[src/rtl/p2s_pkg.sv]
// Shared types and elaboration-time helpers for the multi-channel parallel-to-serial converter.
package p2s_pkg;

    typedef enum logic [2:0] {
        ST_IDLE     = 3'd0,
        ST_CLEAR    = 3'd1,
        ST_SHIFT_LO = 3'd2,
        ST_SHIFT_HI = 3'd3,
        ST_LATCH    = 3'd4,
        ST_DONE     = 3'd5
    } p2s_state_e;

    function automatic int unsigned p2s_clog2(input int unsigned value);
        int unsigned r;
        r = 0;
        while ((64'd1 << r) < 64'(value)) r++;
        return r;
    endfunction

    // Half-period of the serial clock in main-clock cycles, rounded up so s_clk never exceeds its limit.
    function automatic int unsigned p2s_half(input int unsigned p_mhz, input int unsigned s_mhz);
        int unsigned h;
        h = (p_mhz + 2 * s_mhz - 1) / (2 * s_mhz);
        return (h < 1) ? 1 : h;
    endfunction

endpackage

[src/rtl/parallel2serial_multi_if.sv]
// Frame input handshake: parallel frame, bit-order flag and valid/ready.
interface parallel2serial_multi_if #(
    parameter int unsigned CHANNELS  = 2,
    parameter int unsigned DATA_BITS = 32
);
    logic [CHANNELS*DATA_BITS-1:0] data;
    logic                          dir;
    logic                          in_valid;
    logic                          in_ready;

    modport master (output data, output dir, output in_valid, input in_ready);
    modport slave  (input data, input dir, input in_valid, output in_ready);
endinterface

[src/rtl/p2s_clk_div.sv]
// Half-period counter for the serial clock; o_phase_tick is high in the last cycle of each phase.
module p2s_clk_div
    import p2s_pkg::*;
#(
    parameter int unsigned HALF = 3
) (
    input  logic clk,
    input  logic rst_n,
    input  logic i_clr,
    output logic o_phase_tick
);

    localparam int unsigned    CNT_W = (HALF > 1) ? p2s_clog2(HALF) : 1;
    localparam logic [CNT_W-1:0] LAST = CNT_W'(HALF - 1);

    logic [CNT_W-1:0] r_cnt;
    logic [CNT_W-1:0] w_cnt_next;
    logic             r_tick;

    // Wrap at the end of a phase; a clear restarts the phase from the next cycle.
    always_comb begin
        w_cnt_next = '0;
        if (!i_clr && (r_cnt != LAST)) w_cnt_next = r_cnt + CNT_W'(1);
    end

    always_ff @(posedge clk or negedge rst_n) begin
        if (!rst_n) begin
            r_cnt  <= '0;
            r_tick <= (LAST == '0);
        end else begin
            r_cnt  <= w_cnt_next;
            r_tick <= (w_cnt_next == LAST);
        end
    end

    assign o_phase_tick = r_tick;

endmodule

[src/rtl/parallel2serial_multi.sv]
// Double-buffered multi-channel parallel-to-serial converter for 74HC595-style chains.
module parallel2serial_multi
    import p2s_pkg::*;
#(
    parameter int unsigned P_CLK_FREQ = 100,
    parameter int unsigned S_CLK_FREQ = 20,
    parameter int unsigned DATA_BITS  = 32,
    parameter int unsigned CHANNELS   = 2
) (
    input  logic                clk,
    input  logic                rst_n,
    parallel2serial_multi_if.slave bus,
    output logic                busy,
    output logic                finish,
    output logic                s_clk,
    output logic                s_clr,
    output logic                s_lat,
    output logic [CHANNELS-1:0] s_dat
);

    localparam int unsigned HALF    = p2s_half(P_CLK_FREQ, S_CLK_FREQ);
    localparam int unsigned BIT_W   = p2s_clog2(DATA_BITS + 1);
    localparam int unsigned FRAME_W = CHANNELS * DATA_BITS;
    localparam logic [BIT_W-1:0] LAST_BIT = BIT_W'(DATA_BITS - 1);

    p2s_state_e         r_state;
    p2s_state_e         w_state_next;
    logic               w_tick;
    logic               w_state_chg;
    logic               w_xfer;
    logic               w_load;
    logic               w_shift;

    logic               r_buf_full;
    logic               w_buf_full_nx;
    logic [FRAME_W-1:0] r_buf_data;
    logic               r_buf_dir;
    logic [FRAME_W-1:0] w_src_data;
    logic               w_src_dir;
    logic               r_dir;
    logic [BIT_W-1:0]   r_bit;

    logic r_in_ready, r_busy, r_finish, r_s_clk, r_s_clr, r_s_lat;
    logic w_in_ready_nx, w_busy_nx, w_finish_nx, w_s_clk_nx, w_s_clr_nx, w_s_lat_nx;

    p2s_clk_div #(.HALF(HALF)) u_clk_div (
        .clk          (clk),
        .rst_n        (rst_n),
        .i_clr        (w_state_chg),
        .o_phase_tick (w_tick)
    );

    assign w_xfer      = bus.in_valid && r_in_ready;
    assign w_state_chg = (w_state_next != r_state);
    assign w_load      = w_state_chg && (w_state_next == ST_CLEAR);
    assign w_shift     = w_state_chg && (w_state_next == ST_SHIFT_LO);
    // With an empty buffer the shifter loads straight from the bus (frame accepted during DONE).
    assign w_src_data  = r_buf_full ? r_buf_data : bus.data;
    assign w_src_dir   = r_buf_full ? r_buf_dir  : bus.dir;

    always_ff @(posedge clk or negedge rst_n) begin
        if (!rst_n) r_state <= ST_IDLE;
        else        r_state <= w_state_next;
    end

    always_comb begin
        w_state_next = r_state;
        case (r_state)
            ST_IDLE:     if (r_buf_full) w_state_next = ST_CLEAR;
            ST_CLEAR:    if (w_tick) w_state_next = ST_SHIFT_LO;
            ST_SHIFT_LO: if (w_tick) w_state_next = ST_SHIFT_HI;
            ST_SHIFT_HI: if (w_tick) w_state_next = (r_bit == LAST_BIT) ? ST_LATCH : ST_SHIFT_LO;
            ST_LATCH:    if (w_tick) w_state_next = ST_DONE;
            ST_DONE:     w_state_next = (r_buf_full || w_xfer) ? ST_CLEAR : ST_IDLE;
            default:     w_state_next = ST_IDLE;
        endcase
    end

    // Output values for the coming cycle, decoded from the next state so outputs stay registered.
    always_comb begin
        w_buf_full_nx = r_buf_full;
        if (w_load)      w_buf_full_nx = r_buf_full && w_xfer;
        else if (w_xfer) w_buf_full_nx = 1'b1;
        w_s_clk_nx    = (w_state_next == ST_SHIFT_HI);
        w_s_clr_nx    = (w_state_next == ST_CLEAR);
        w_s_lat_nx    = (w_state_next == ST_LATCH);
        w_finish_nx   = (w_state_next == ST_DONE);
        w_busy_nx     = (w_state_next != ST_IDLE) || w_buf_full_nx;
        w_in_ready_nx = !w_buf_full_nx;
    end

    always_ff @(posedge clk or negedge rst_n) begin
        if (!rst_n) begin
            r_in_ready <= 1'b1;
            r_busy     <= 1'b0;
            r_finish   <= 1'b0;
            r_s_clk    <= 1'b0;
            r_s_clr    <= 1'b0;
            r_s_lat    <= 1'b0;
        end else begin
            r_in_ready <= w_in_ready_nx;
            r_busy     <= w_busy_nx;
            r_finish   <= w_finish_nx;
            r_s_clk    <= w_s_clk_nx;
            r_s_clr    <= w_s_clr_nx;
            r_s_lat    <= w_s_lat_nx;
        end
    end

    always_ff @(posedge clk or negedge rst_n) begin
        if (!rst_n) begin
            r_buf_full <= 1'b0;
            r_buf_data <= '0;
            r_buf_dir  <= 1'b0;
            r_dir      <= 1'b0;
            r_bit      <= '0;
        end else begin
            r_buf_full <= w_buf_full_nx;
            if (w_xfer) begin
                r_buf_data <= bus.data;
                r_buf_dir  <= bus.dir;
            end
            if (w_load) begin
                r_dir <= w_src_dir;
                r_bit <= '0;
            end else if (w_shift && (r_state == ST_SHIFT_HI)) begin
                r_bit <= r_bit + BIT_W'(1);
            end
        end
    end

    // One shift register per channel; the next bit is presented only on entry to SHIFT_LO.
    for (genvar c = 0; c < CHANNELS; c++) begin : g_ch
        logic [DATA_BITS-1:0] r_sh;
        logic                 r_out;

        always_ff @(posedge clk or negedge rst_n) begin
            if (!rst_n) begin
                r_sh  <= '0;
                r_out <= 1'b0;
            end else if (w_load) begin
                r_sh <= w_src_data[c*DATA_BITS +: DATA_BITS];
            end else if (w_shift) begin
                r_out <= r_dir ? r_sh[DATA_BITS-1] : r_sh[0];
                r_sh  <= r_dir ? (r_sh << 1) : (r_sh >> 1);
            end
        end

        assign s_dat[c] = r_out;
    end

    assign bus.in_ready = r_in_ready;
    assign busy         = r_busy;
    assign finish       = r_finish;
    assign s_clk        = r_s_clk;
    assign s_clr        = r_s_clr;
    assign s_lat        = r_s_lat;

endmodule

[src/flat_wrapper.sv]
// flat-port wrapper written by rule: the top's interface ports become plain ports
module parallel2serial_multi_flat import p2s_pkg::*;
#(
    parameter int unsigned P_CLK_FREQ = 100,
    parameter int unsigned S_CLK_FREQ = 20,
    parameter int unsigned DATA_BITS  = 32,
    parameter int unsigned CHANNELS   = 2
)
  (clk, rst_n, busy, finish, s_clk, s_clr, s_lat, s_dat, bus_data, bus_dir, bus_in_valid, bus_in_ready);
  parallel2serial_multi_if #(.CHANNELS(CHANNELS), .DATA_BITS(DATA_BITS)) bus_i ();
  input  logic clk;
  input  logic rst_n;
  output logic busy;
  output logic finish;
  output logic s_clk;
  output logic s_clr;
  output logic s_lat;
  output logic [CHANNELS-1:0] s_dat;
  input wire logic [$bits(bus_i.data)-1:0] bus_data;
  input wire logic [$bits(bus_i.dir)-1:0] bus_dir;
  input wire logic [$bits(bus_i.in_valid)-1:0] bus_in_valid;
  output wire logic [$bits(bus_i.in_ready)-1:0] bus_in_ready;
  assign bus_i.data = bus_data;
  assign bus_i.dir = bus_dir;
  assign bus_i.in_valid = bus_in_valid;
  assign bus_in_ready = bus_i.in_ready;
  parallel2serial_multi #(.P_CLK_FREQ(P_CLK_FREQ), .S_CLK_FREQ(S_CLK_FREQ), .DATA_BITS(DATA_BITS), .CHANNELS(CHANNELS)) u_core (.clk(clk), .rst_n(rst_n), .bus(bus_i), .busy(busy), .finish(finish), .s_clk(s_clk), .s_clr(s_clr), .s_lat(s_lat), .s_dat(s_dat));
endmodule
[config.mk]
export PLATFORM = sky130hd
export DESIGN_NAME = parallel2serial_multi_flat
export DESIGN_NICKNAME = d
export VERILOG_FILES = /design/src/rtl/p2s_pkg.sv /design/src/rtl/parallel2serial_multi_if.sv /design/src/rtl/p2s_clk_div.sv /design/src/rtl/parallel2serial_multi.sv /design/src/flat_wrapper.sv
export SDC_FILE = /design/constraint.sdc
export NUM_CORES = 1
export LEC_CHECK = 0
export BUFFER_PORTS_ARGS = -buffer_cell sky130_fd_sc_hd__buf_2
export CAP_MARGIN = 20
export CORE_ASPECT_RATIO = 1.2
export CORE_MARGIN = 2
export CORE_UTILIZATION = 62
export CTS_BUF_LIST = sky130_fd_sc_hd__clkbuf_4
export DETAILED_ROUTE_END_ITERATION = 8
export PLACE_DENSITY = 0.83
export SLEW_MARGIN = 20
export SYNTH_ARGS = -nofsm -noshare
export SYNTH_HDL_FRONTEND = slang
export SYNTH_SLANG_ARGS = --single-unit
export TNS_END_PERCENT = 50
[constraint.sdc]
create_clock -name clk -period 2.12 [get_ports clk]
set_input_delay 0 -clock clk [delete_from_list [all_inputs] [get_ports clk]]
set_output_delay 0 -clock clk [all_outputs]
set_load 0.005 [all_outputs]
Word level (Yosys, flattened, before mapping)
Cells that the tools add are included.
{ "totals": {"output_inout_bits": 8, "input_bits": 68, "register_bits": 151} }
{ "op_classes": {"reduce_logical": 15, "eq_ne": 14, "add_sub_neg": 2, "n_mux": 23, "bitwise": 1} }
{ "ops": {"columns": ["op", "n"], "rows": [
  ["2-to-1 mux 32 bit", 6],
  ["2-to-1 mux 64 bit", 1],
  ["2-to-1 mux 3 bit", 6],
  ["case mux 3 bit (6 select lines)", 1],
  ["equality test 3 x 2 -> 1 bit (second input constant)", 4],
  ["equality test 3 bit (second input constant)", 4],
  ["2-to-1 mux 6 bit", 2],
  ["adder 6 x 1 -> 6 bit (second input constant)", 1],
  ["equality test 3 x 1 -> 1 bit (second input constant)", 2],
  ["equality test 6 x 5 -> 1 bit (second input constant)", 1],
  ["logical AND 1 bit", 6],
  ["2-to-1 mux 1 bit", 6],
  ["nonzero test 2 bit", 2],
  ["logical NOT 3 bit", 1],
  ["inequality test 3 bit", 1],
  ["nonzero test 3 bit", 1],
  ["adder 2 x 1 -> 2 bit (second input constant)", 1],
  ["equality test 2 bit (second input constant)", 1],
  ["logical NOT 1 bit", 2],
  ["logical OR 1 bit", 2],
  ["2-to-1 mux 2 bit", 1],
  ["inequality test 2 bit (second input constant)", 1],
  ["AND reduction 2 bit", 1],
  ["inverter 1 bit", 1]
]} }

Depth between registers and ports, before layout
Gate-level depths: netlist (run 1).
{ "depth": {"ltp_word": 9, "depth_mapped": 8, "ltp_nobuf": 5} }

Modules after synthesis
A second synthesis (run 1) with hierarchy kept.
{ "hier_totals": {"hier_cells": 619, "area_unflattened_um2": 7468.4} }
{ "modules_own_cells": {"columns": ["mod", "n_inst", "area_per_inst_um2", "cells_each", "seq_area_each_um2"], "rows": [
  ["parallel2serial_multi", 1, 7352.1, 611, 3704.8],
  ["p2s_clk_div", 1, 116.4, 8, 75.1]
]} }

Worst setup path after synthesis (run 1)
No wires, ideal clock.
{ "synth_path": {"path_kind": "register to register", "from": "reg u_core.r_bit[0]", "to": "reg u_core.g_ch[1].r_sh[31]", "n_path_buf": 1, "path_slack_ns": 0.530, "arrival_time_ns": 1.508, "stages_incl_launch_ff": 7, "path_cell_list": "dfrtp_1 ha_1 and4b_1 a21oi_4 buf_4 nand3_1 a31oi_1"} }
{ "synth_via": {"elab_chain_cells": 7, "elab_cells_between_ends": 11, "cone_classes": "eq/ne (4); mux (4); reduce/logical (3)"} }
{ "synth_lines": {"columns": ["element", "line", "text"], "rows": [
  ["start: declaration", "parallel2serial_multi.sv:41", "logic [BIT_W-1:0] r_bit;"],
  ["start signal: assignment", "parallel2serial_multi.sv:127", "r_bit <= r_bit + BIT_W'(1);"],
  ["equality test 6 x 5 -> 1 bit *", "parallel2serial_multi.sv:72", "ST_SHIFT_HI: if (w_tick) w_state_next = (r_bit == LAST_BIT) ? ST_LATCH : ST_SHIFT_LO;"],
  ["2-to-1 mux 3 bit * (2 in series)", "parallel2serial_multi.sv:72", null],
  ["case mux 3 bit (6 select lines) *", "parallel2serial_multi.sv:68", "case (r_state)"],
  ["inequality test 3 bit, or another cell as far along", "parallel2serial_multi.sv:54", "assign w_state_chg = (w_state_next != r_state);"],
  ["logical AND 1 bit, on equally long branches", "parallel2serial_multi.sv:55, parallel2serial_multi.sv:56", null],
  ["2-to-1 mux 32 bit or nonzero test 2 bit (tied branches)", null, null],
  ["end signal: assignment", "parallel2serial_multi.sv:142", "r_sh <= w_src_data[c*DATA_BITS +: DATA_BITS];"],
  ["end signal: assignment", "parallel2serial_multi.sv:145", "r_sh <= r_dir ? (r_sh << 1) : (r_sh >> 1);"],
  ["end: declaration", "parallel2serial_multi.sv:134", "logic [DATA_BITS-1:0] r_sh;"]
]} }
Every way passes the cells marked *; elsewhere a longest branch is shown, timed or not.
A chain may end at the register's enable or synchronous reset.

Final worst setup path (run 1)
{ "layout_path": {"from": "reg u_core.r_state[1]", "to": "reg u_core.g_ch[0].r_sh[15]"} }
{ "layout_via": {"elab_chain_cells": 5, "elab_cells_between_ends": 19, "cone_classes": "eq/ne (8); mux (7); reduce/logical (4)"} }
{ "layout_lines": {"columns": ["element", "line", "text"], "rows": [
  ["start: declaration", "parallel2serial_multi.sv:26", "p2s_state_e r_state;"],
  ["start signal: assignment", "parallel2serial_multi.sv:63", "else r_state <= w_state_next;"],
  ["equality test 3 bit, or another cell as far along", "parallel2serial_multi.sv:68", null],
  ["case mux 3 bit (6 select lines)", "parallel2serial_multi.sv:68", null],
  ["inequality test 3 bit, or another cell as far along", "parallel2serial_multi.sv:54", null],
  ["logical AND 1 bit, on equally long branches", "parallel2serial_multi.sv:55, parallel2serial_multi.sv:56", null],
  ["2-to-1 mux 32 bit or nonzero test 2 bit (tied branches)", null, null],
  ["end signal: assignment", "parallel2serial_multi.sv:142", null],
  ["end signal: assignment", "parallel2serial_multi.sv:145", null],
  ["end: declaration", "parallel2serial_multi.sv:134", null]
]} }
Parallel ways exist; a longest one is shown, timed or not.

==> results.ini, run 1 <==
[synthesis]
yosys-top-cells-area = dfrtp_1 48%, mux2i_1 16%, mux2_2 9.4%
netlist_instances = 672
yosys_warnings = 0
synth_edf_count = 0
synthSimpleGateAreaFrac = 0.0671
ys_seq_area_frac = 0.486
synth_area_um2 = 7770
synth_xor_area_frac = 0.00563
synth_top_flop_cell = dfrtp_1
ys_seq_elements = 151
yosysTopAreaCell = dfrtp_1
syn-num-nets = 742
muxShareOfSynthArea = 0.255
yosysTopAreaCellShare = 0.483
synth_compound_area_frac = 0.133
ys_async_sr_fraction = 1.00
yosys.area_share.adder = 0.00467
synth_top_family_by_area = multiplexers
syn_avg_cell_area_um2 = 11.6
yosysUniqueCellTypes = 50

[route]
via_per_inst = 6.02
routed_wl_um = 16100
vias = 5785
firstDrtPassIters = 5
remaining_drc_errors = 0
ant_nets = 0
wire_per_inst_um = 16.8
drt_iter0_markers = 391

[cells_and_area]
final_common_cell = dfrtp_1
mostFrequentLayoutCells = 148 x dfrtp_1, 125 x mux2i_1, 74 x buf_2, 67 x dlygate4sd3_1, 65 x mux2_2
final-instance-count-excl-fill = 961
fillers = 785
drive_above_1_share = 0.254
n_antenna_cell = 0
area_growth_pct = 18.3
fin_util = 0.756
final_cell_area_um2 = 9190
nets = 857

[timing]
fin_tns_setup_ns = 0
max_slew_margin = 0.539
worst_pin_slew_ns = 0.692
finalHoldViolCount = 0
slew_violations = 0
fmax_mhz = 514
period_share = 0.918
fin_worst_skew_ns = 0.0142
setup_ws_ns = 0.174
final.min_clock_period_ns = 1.95
final-setup-viol-count = 0
holdWs_ns = 0.0336
rsz0062_at_grt = false

[die]
dieArea_um2 = 13500
start_util = 0.639
rows = 44
dieWidth_um = 106
die_h_um = 127
coreArea_um2 = 12200
io_pins = 76

[placement]
placed_area_um2 = 8260
place_congestion = 0.778
post-place-ws_ns = 0.245
dp_cells = 862
io_buffers = 75
dp_hpwl_um = 10100

[grt]
grt_pass1_vias = 5838
track_usage = 0.253
grt_pass1_wl_um = 27300
grt_overflow = 0
grt_max_degree = 82
antenna_found_initial = 0

[setup_path]
crit_fanout = 81
end_kind = flop
crit_chain = nor2b_1 > a31oi_4 > buf_12 > o221ai_1 > o21ai_0
crit_type = flop to flop
critPathMaxStageDelay_ns = 0.72
cp-start-kind = flop
worst_path_max_delay_cell = dfrtp_1
crit_arrival_ns = 2.40
cp.required_ns = 2.57

[power]
pwr_density_cell_nw_per_um2 = 664
peakVddDrop_uv = 512
power.total_mw = 6.10
p_leak_nw = 4.00

[cts]
ctsLongestPathBuffers = 2
cts.reportedPaths.clkPinSlew_ns = 0.13
post_cts_resized = 0
cts_sinks = 151
numCtsBuffers = 17
h-tree-depth = 4
insertion_delay_ns = 0.54
root_buffer = clkbuf_4
cts_tree = done

[hold_path]
hold_path_class = primary input to async pin

[status]
outcome = complete, no violations

[job]
maxCapViolCount = 0

[routing by layer]
layer	vias to the layer above	global-route usage	wire, um
met2	140	0.436	8390
met3	23	0.0447	503
li1	2745	-	-
met5	-	0	0
met4	0	0.0759	239
met1	2877	0.328	6990
[critical path: cells and delay by family (launching register included)]
family	cells	cell delay, ns
and+or+nand+nor	1	0.19
DFF	1	0.72
buffers and inverters	1	0.30
AOI/OAI and AO/OA	3	0.60
[registers in the layout (all words and copies together), names as in the netlist]
register	flops
u_core.u_clk_div.o_phase_tick	1
u_core.s_clk	1
u_core.u_clk_div.r_cnt	2
u_core.bus.in_ready	1
u_core.finish	1
u_core.s_lat	1
u_core.g_ch.r_out	2
u_core.s_clr	1
u_core.r_buf_dir	1
u_core.r_bit	6
u_core.r_buf_full	1
u_core.r_state	3
u_core.busy	1
u_core.r_dir	1
u_core.g_ch.r_sh	64
u_core.r_buf_data	64
[power breakdown]
group | leakage, nW | internal [mW] | total [mW] | switching, mW
clock | 0.124 | 0.579 | 1.61 | 1.03
sequential | 1.86 | 3.26 | 3.46 | 0.205
combinational | 2.02 | 0.604 | 1.03 | 0.424
total | 4.00 | 4.44 | 6.10 | 1.66
[final timing paths]
kind / start / to / slack [ns] / cells after the start
setup / recovery: u_core.r_state[1] / u_core.g_ch[0].r_sh[15] / 0.17 / 5
setup reg to reg: u_core.r_state[1] / u_core.g_ch[0].r_sh[15] / 0.17 / 5
hold / removal: rst_n / u_core.r_buf_data[11] / 0.03 / 2
hold reg to reg: u_core.u_clk_div.r_cnt[0] / u_core.u_clk_div.r_cnt[0] / 0.44 / 1
min in group clk: bus_data[47] / u_core.r_buf_data[47] / 0.24 / 3
max in group asynchronous: rst_n / u_core.g_ch[0].r_sh[25] / 1.34 / 3
[cell usage after synthesis, types with 2 or more instances]
cell and number:
a211oi_1 5, a21o_1 3, a21oi_1 6, a31oi_1 2, and2_1 2, buf_2 42, buf_4 8, buf_6 5
clkbuf_1 9, dfrtp_1 150, ha_1 2, inv_1 2, mux2_2 65, mux2i_1 125, nand2_1 64, nand2b_1 2
nand3_1 12, nand4_1 2, nor2_1 10, nor2b_1 4, nor3_1 3, nor3b_1 2, o211ai_1 2, o21ai_0 46
o21ai_1 12, o221ai_1 60, xnor2_1 3, xor2_1 2
[timing repair]
item                       in CTS  in global routing
hold endpoints to repair      285                  0
setup buffers                   0                  0
hold buffers                   67                  0
setup endpoints to repair       0                  0
[cells by family (layout without fill, tap and decap cells)]
logic type / count (synthesis) / in the layout
adder cells (fa/ha/maj): 3 / 3
buffers and inverters: 67 / 195
flip-flops: 151 / 151
AND/OR/NAND/NOR: 109 / 109
AO/OA/AOI/OAI: 147 / 147
multiplexers: 190 / 190
XOR/XNOR: 5 / 5
[cell type report]
type | instances | area (um^2) | share of cell area
clock inverters | 15 | 133 | 0.0144
clock buffers | 17 | 128 | 0.0139
well taps | 161 | 201 | 0.0219
multi-input cells | 454 | 3640 | 0.396
flip-flops and latches | 151 | 3790 | 0.412
inverters | 2 | 7.51 | 0.000817
repair buffers | 161 | 1290 | 0.141
No activity file was read; power rests on OpenSTA's default activity.
==> run 2: changes to the inputs <==
--- a/config.mk
+++ b/config.mk
@@ -13,6 +13,7 @@
 export CTS_BUF_LIST = sky130_fd_sc_hd__clkbuf_4
 export DETAILED_ROUTE_END_ITERATION = 8
 export PLACE_DENSITY = 0.83
+export SETUP_SLACK_MARGIN = 0.3
 export SLEW_MARGIN = 20
 export SYNTH_ARGS = -nofsm -noshare
 export SYNTH_HDL_FRONTEND = slang
==> results.ini, run 2 (synthesis results as in run 1) <==
[placement]
place_congestion = 0.778
io_buffers = 75
dp_hpwl_um = 10100
placed_area_um2 = 8260
post-place-ws_ns = 0.245

[cts]
root_buffer = clkbuf_4
ctsLongestPathBuffers = 2
cts_sinks = 151
numCtsBuffers = 17
h-tree-depth = 4
cts.reportedPaths.clkPinSlew_ns = 0.13
insertion_delay_ns = 0.55
cts_tree = done

[grt]
grt_max_degree = 82
grt_pass1_vias = 5795
antenna_found_initial = 0
grt_pass1_wl_um = 27100
grt_overflow = 0
track_usage = 0.251

[route]
vias = 5874
ant_nets = 0
remaining_drc_errors = 0
wire_per_inst_um = 17.7
via_per_inst = 6.07
routed_wl_um = 17100
firstDrtPassIters = 5
drt_iter0_markers = 456

[cells_and_area]
reg_top3 = u_core.g_ch.r_sh (64), u_core.r_buf_data (64), u_core.r_bit (6)
area_growth_pct = 19.9
mostFrequentLayoutCells = 144 x dfrtp_1, 125 x mux2i_1, 74 x buf_2, 67 x dlygate4sd3_1, 65 x mux2_2
nets = 863
n_antenna_cell = 0
fillers = 751
final_common_cell = dfrtp_1
drive_above_1_share = 0.268
final_cell_area_um2 = 9320

[power]
p_comb_frac = 0.169
p_seq_frac = 0.567
power.internal_mw = 4.44
p_leak_nw = 4.05
switching_power_mw = 1.67
peakVddDrop_uv = 513
clockPowerShare = 0.264
switching_share = 0.274
pwr_density_cell_nw_per_um2 = 656

[setup_path]
cp.required_ns = 2.60
crit_type = flop to flop
cp-start-kind = flop
r2r_slack_ns = 0.38
worst_path_max_delay_cell = dfrtp_4
r2r_end = u_core.g_ch[1].r_sh[18]
r2r_start = u_core.r_buf_full
worstRegToRegCells = 5
crit_chain = a21o_1 > a31oi_4 > buf_12 > o221ai_1 > o21ai_1
path_buf_inv = 1
end_kind = flop
crit_start = u_core.r_buf_full
critPathMaxStageDelay_ns = 0.59
crit_fanout = 49
crit_family = compound AO/OA/AOI/OAI gates
crit_arrival_ns = 2.22

[die]
io_pins = 76
dieArea_um2 = 13500
rows = 44
dieWidth_um = 106
coreArea_um2 = 12200
die_h_um = 127
start_util = 0.639

[timing]
final-setup-viol-count = 0
max_slew_margin = 0.534
period_share = 0.822
fin_worst_skew_ns = 0.0145
worst_pin_slew_ns = 0.699
rsz0062_at_grt = true
setup_ws_ns = 0.376
final.min_clock_period_ns = 1.74
fmax_mhz = 574
finalHoldViolCount = 0
fin_tns_setup_ns = 0
slew_violations = 0

[status]
outcome = complete, no violations

[hold_path]
hold_path_class = primary input to async pin

[job]
maxCapViolCount = 0

## run 2: routing by layer
layer,up-vias,share of wire,GRT usage
met5,-,0,0
met2,174,0.51,0.429
met1,2907,0.42,0.329
met4,0,0.018,0.0743
li1,2757,-,-
met3,36,0.046,0.0447
## run 2: worst max path at each step
stage	slack [ns]	endpoint	cells past startpoint
6_report	0.38	u_core.g_ch[1].r_sh[18]	5
5_1_grt	0.28	u_core.g_ch[0].r_sh[15]	7
2_1_floorplan	0.53	u_core.g_ch[1].r_sh[31]	6
3_3_place_gp	0.35	u_core.g_ch[0].r_sh[31]	5
4_1_cts	0.34	u_core.g_ch[0].r_sh[6]	5
3_5_place_dp	0.25	u_core.g_ch[0].r_sh[31]	5
## run 2: power groups by stage
stage                     logic (mW)  clock network, mW  registers [mW]
after floorplan                0.657                  0            3.44
after global placement         0.895                  0            3.47
after detailed placement       0.937                  0            3.51
after CTS                       1.03               1.65            3.45
after global routing            1.13               1.76            3.51
final                           1.03               1.62            3.47
## run 2: repair_timing
action                                  4_1_cts  5_1_grt
hold buffers                                 67        0
endpoints found under the setup margin       53       54
resized for setup                             2        5
pin swaps                                     0        3
cloned                                        0        4
hold endpoints to repair                    285        0
buffers inserted                              0        2
## run 2: layout make-up
type | count | area, um^2 | share of cell area
sequential | 151 | 3790 | 0.407
multi-input combinational | 454 | 3650 | 0.392
timing repair buffer | 167 | 1410 | 0.151
tap | 161 | 201 | 0.0216
clock inverter | 15 | 133 | 0.0142
clock buffer | 17 | 128 | 0.0137
inverter | 2 | 7.51 | 0.000805
## run 2: per-stage QoR
stage	std cells	util	total power, mW	hold slack (ns)
after floorplan	672	-	4.10	-0.296
after global placement	862	0.679	4.37	0.0576
after detailed placement	862	0.679	4.44	0.0662
after CTS	961	0.756	6.13	0.0391
after global routing	967	0.766	6.40	0.0597
final	967	0.766	6.12	0.0264
==> run 3: changes to the inputs <==
--- a/config.mk
+++ b/config.mk
@@ -9,10 +9,10 @@
 export CAP_MARGIN = 20
 export CORE_ASPECT_RATIO = 1.2
 export CORE_MARGIN = 2
-export CORE_UTILIZATION = 62
+export CORE_UTILIZATION = 56
 export CTS_BUF_LIST = sky130_fd_sc_hd__clkbuf_4
 export DETAILED_ROUTE_END_ITERATION = 8
-export PLACE_DENSITY = 0.83
+export PLACE_DENSITY = 0.79
 export SETUP_SLACK_MARGIN = 0.3
 export SLEW_MARGIN = 20
 export SYNTH_ARGS = -nofsm -noshare
==> constraint.sdc (replaced) <==
create_clock -name clk -period 1.45 [get_ports clk]
set_input_delay 0 -clock clk [delete_from_list [all_inputs] [get_ports clk]]
set_output_delay 0 -clock clk [all_outputs]
set_load 0.005 [all_outputs]
==> results.ini, run 3 (synthesis results as in run 1) <==
[cells_and_area]
nets = 911
reg_top3 = u_core.g_ch.r_sh (64), u_core.r_buf_data (64), u_core.r_bit (6)
area_growth_pct = 34.8
multi_input_area_um2 = 4090
seq_area_um2 = 3790
final_common_cell = dfrtp_1
mostFrequentLayoutCells = 145 x dfrtp_1, 125 x mux2i_1, 75 x buf_2, 68 x dlygate4sd3_1, 59 x nand2_1
fillers = 791
drive_above_1_share = 0.356
final-instance-count-excl-fill = 1025

[placement]
place_congestion = 0.835
io_buffers = 75
dp_cells = 899
dp_hpwl_um = 10700

[route]
ant_nets = 0
vias = 6262
remaining_drc_errors = 0
via_per_inst = 6.11
drt_iter0_markers = 489
firstDrtPassIters = 5
wire_per_inst_um = 19.6
routed_wl_um = 20100

[cts]
cts.reportedPaths.clkPinSlew_ns = 0.13
insertion_delay_ns = 0.57
ctsLongestPathBuffers = 2
root_buffer = clkbuf_4
numCtsBuffers = 17
cts_tree = done
h-tree-depth = 4
cts_sinks = 151

[status]
outcome = finished with violations
violations = setup timing

[grt]
track_usage = 0.249
grt_max_degree = 66
grt_pass1_vias = 6282
grt_pass1_wl_um = 29900
antenna_found_initial = 1
grt_overflow = 0

[timing]
fin_worst_skew_ns = 0.0213
setup_ws_ns = -0.236
worst_pin_slew_ns = 0.453
period_share = 1.16
slew_violations = 0
max_slew_margin = 0.698
fmax_mhz = 593
final-setup-viol-count = 85
final.min_clock_period_ns = 1.69
finalHoldViolCount = 0
rsz0062_at_grt = true

[setup_path]
end_kind = flop
crit_type = flop to flop
worst_path_max_delay_cell = dfrtp_1
crit_chain = ha_2 > nand4b_1 > o21ai_2 > buf_6 > buf_16 > nand2_2 > o21ai_1
cp.required_ns = 1.93
path_buf_inv = 2
cp-start-kind = flop
crit_arrival_ns = 2.17
crit_fanout = 9
crit_family = flip-flops
critPathMaxStageDelay_ns = 0.39

[power]
peakVddDrop_uv = 601
pwr_density_cell_nw_per_um2 = 912
power.total_mw = 9.56
p_leak_nw = 4.68

[die]
dieArea_um2 = 14800
coreArea_um2 = 13700
rows = 47
io_pins = 76
start_util = 0.567
dieWidth_um = 112
die_h_um = 133

[hold_path]
hold_path_class = primary input to flop

[job]
maxCapViolCount = 0

## run 3: worst register-to-register path: cells and delay by family (launching register included)
kind	cells	cell delay, ns
flip-flops	1	0.39
AND/OR/NAND/NOR	2	0.30
buffers and inverters	2	0.31
adder cells (fa/ha/maj)	1	0.22
AO/OA/AOI/OAI	2	0.38
## run 3: per-layer routing
layer,vias up,wire length (um),GRT usage
li1,2845,-,-
met2,184,10700,0.429
met1,3191,8070,0.312
met3,42,763,0.0545
met4,0,537,0.0864
met5,-,0,0
## run 3: area by class of cell
type                       count  area share
clock inverter                12      0.0123
tap                          171      0.0204
inverter                       2    0.000717
clock buffer                  19      0.0136
multi-input combinational    454       0.391
sequential                   151       0.362
antenna                        1    0.000239
timing repair buffer         215       0.200
## run 3: worst paths after layout
path,cells past startpoint,slack [ns],end,from
worst min-delay path,4,0.08,u_core.r_buf_data[19],bus_in_valid
worst max-delay path,7,-0.24,u_core.g_ch[1].r_out,u_core.r_bit[1]
worst max register to register,7,-0.24,u_core.g_ch[1].r_out,u_core.r_bit[1]
max in group asynchronous,4,0.39,u_core.r_buf_data[37],rst_n
min in group asynchronous,3,0.44,u_core.g_ch[0].r_sh[16],rst_n
worst min register to register,1,0.45,u_core.u_clk_div.r_cnt[0],u_core.u_clk_div.r_cnt[0]
## run 3: power by group
part	switching [mW]	internal, mW
Clock	1.51	1.04
Sequential	0.321	4.76
Combinational	0.753	1.17
## run 3: what timing repair did
| item | in CTS | in global routing |
|---|---|---|
| setup endpoints to repair | 153 | 212 |
| hold buffers | 68 | 0 |
| cloned | 2 | 9 |
| endpoints found under the hold margin | 284 | 0 |
| pin swaps | 6 | 19 |
| setup buffers | 5 | 10 |
| resized for setup | 92 | 63 |
## run 3: stage by stage
stage	hold WS [ns]	setup WS, ns	cell area (um^2)	TNS, ns	util
6_report	0.0768	-0.236	10500	-13.66	0.765
3_5_place_dp	-0.0543	-0.273	8610	-13.08	0.628
2_1_floorplan	-0.296	-0.0381	7880	-1.47	-
3_3_place_gp	-0.0592	-0.151	8610	-7.42	0.628
4_1_cts	0.0886	-0.174	9940	-9.36	0.726
5_1_grt	0.0449	-0.319	10500	-18.79	0.765
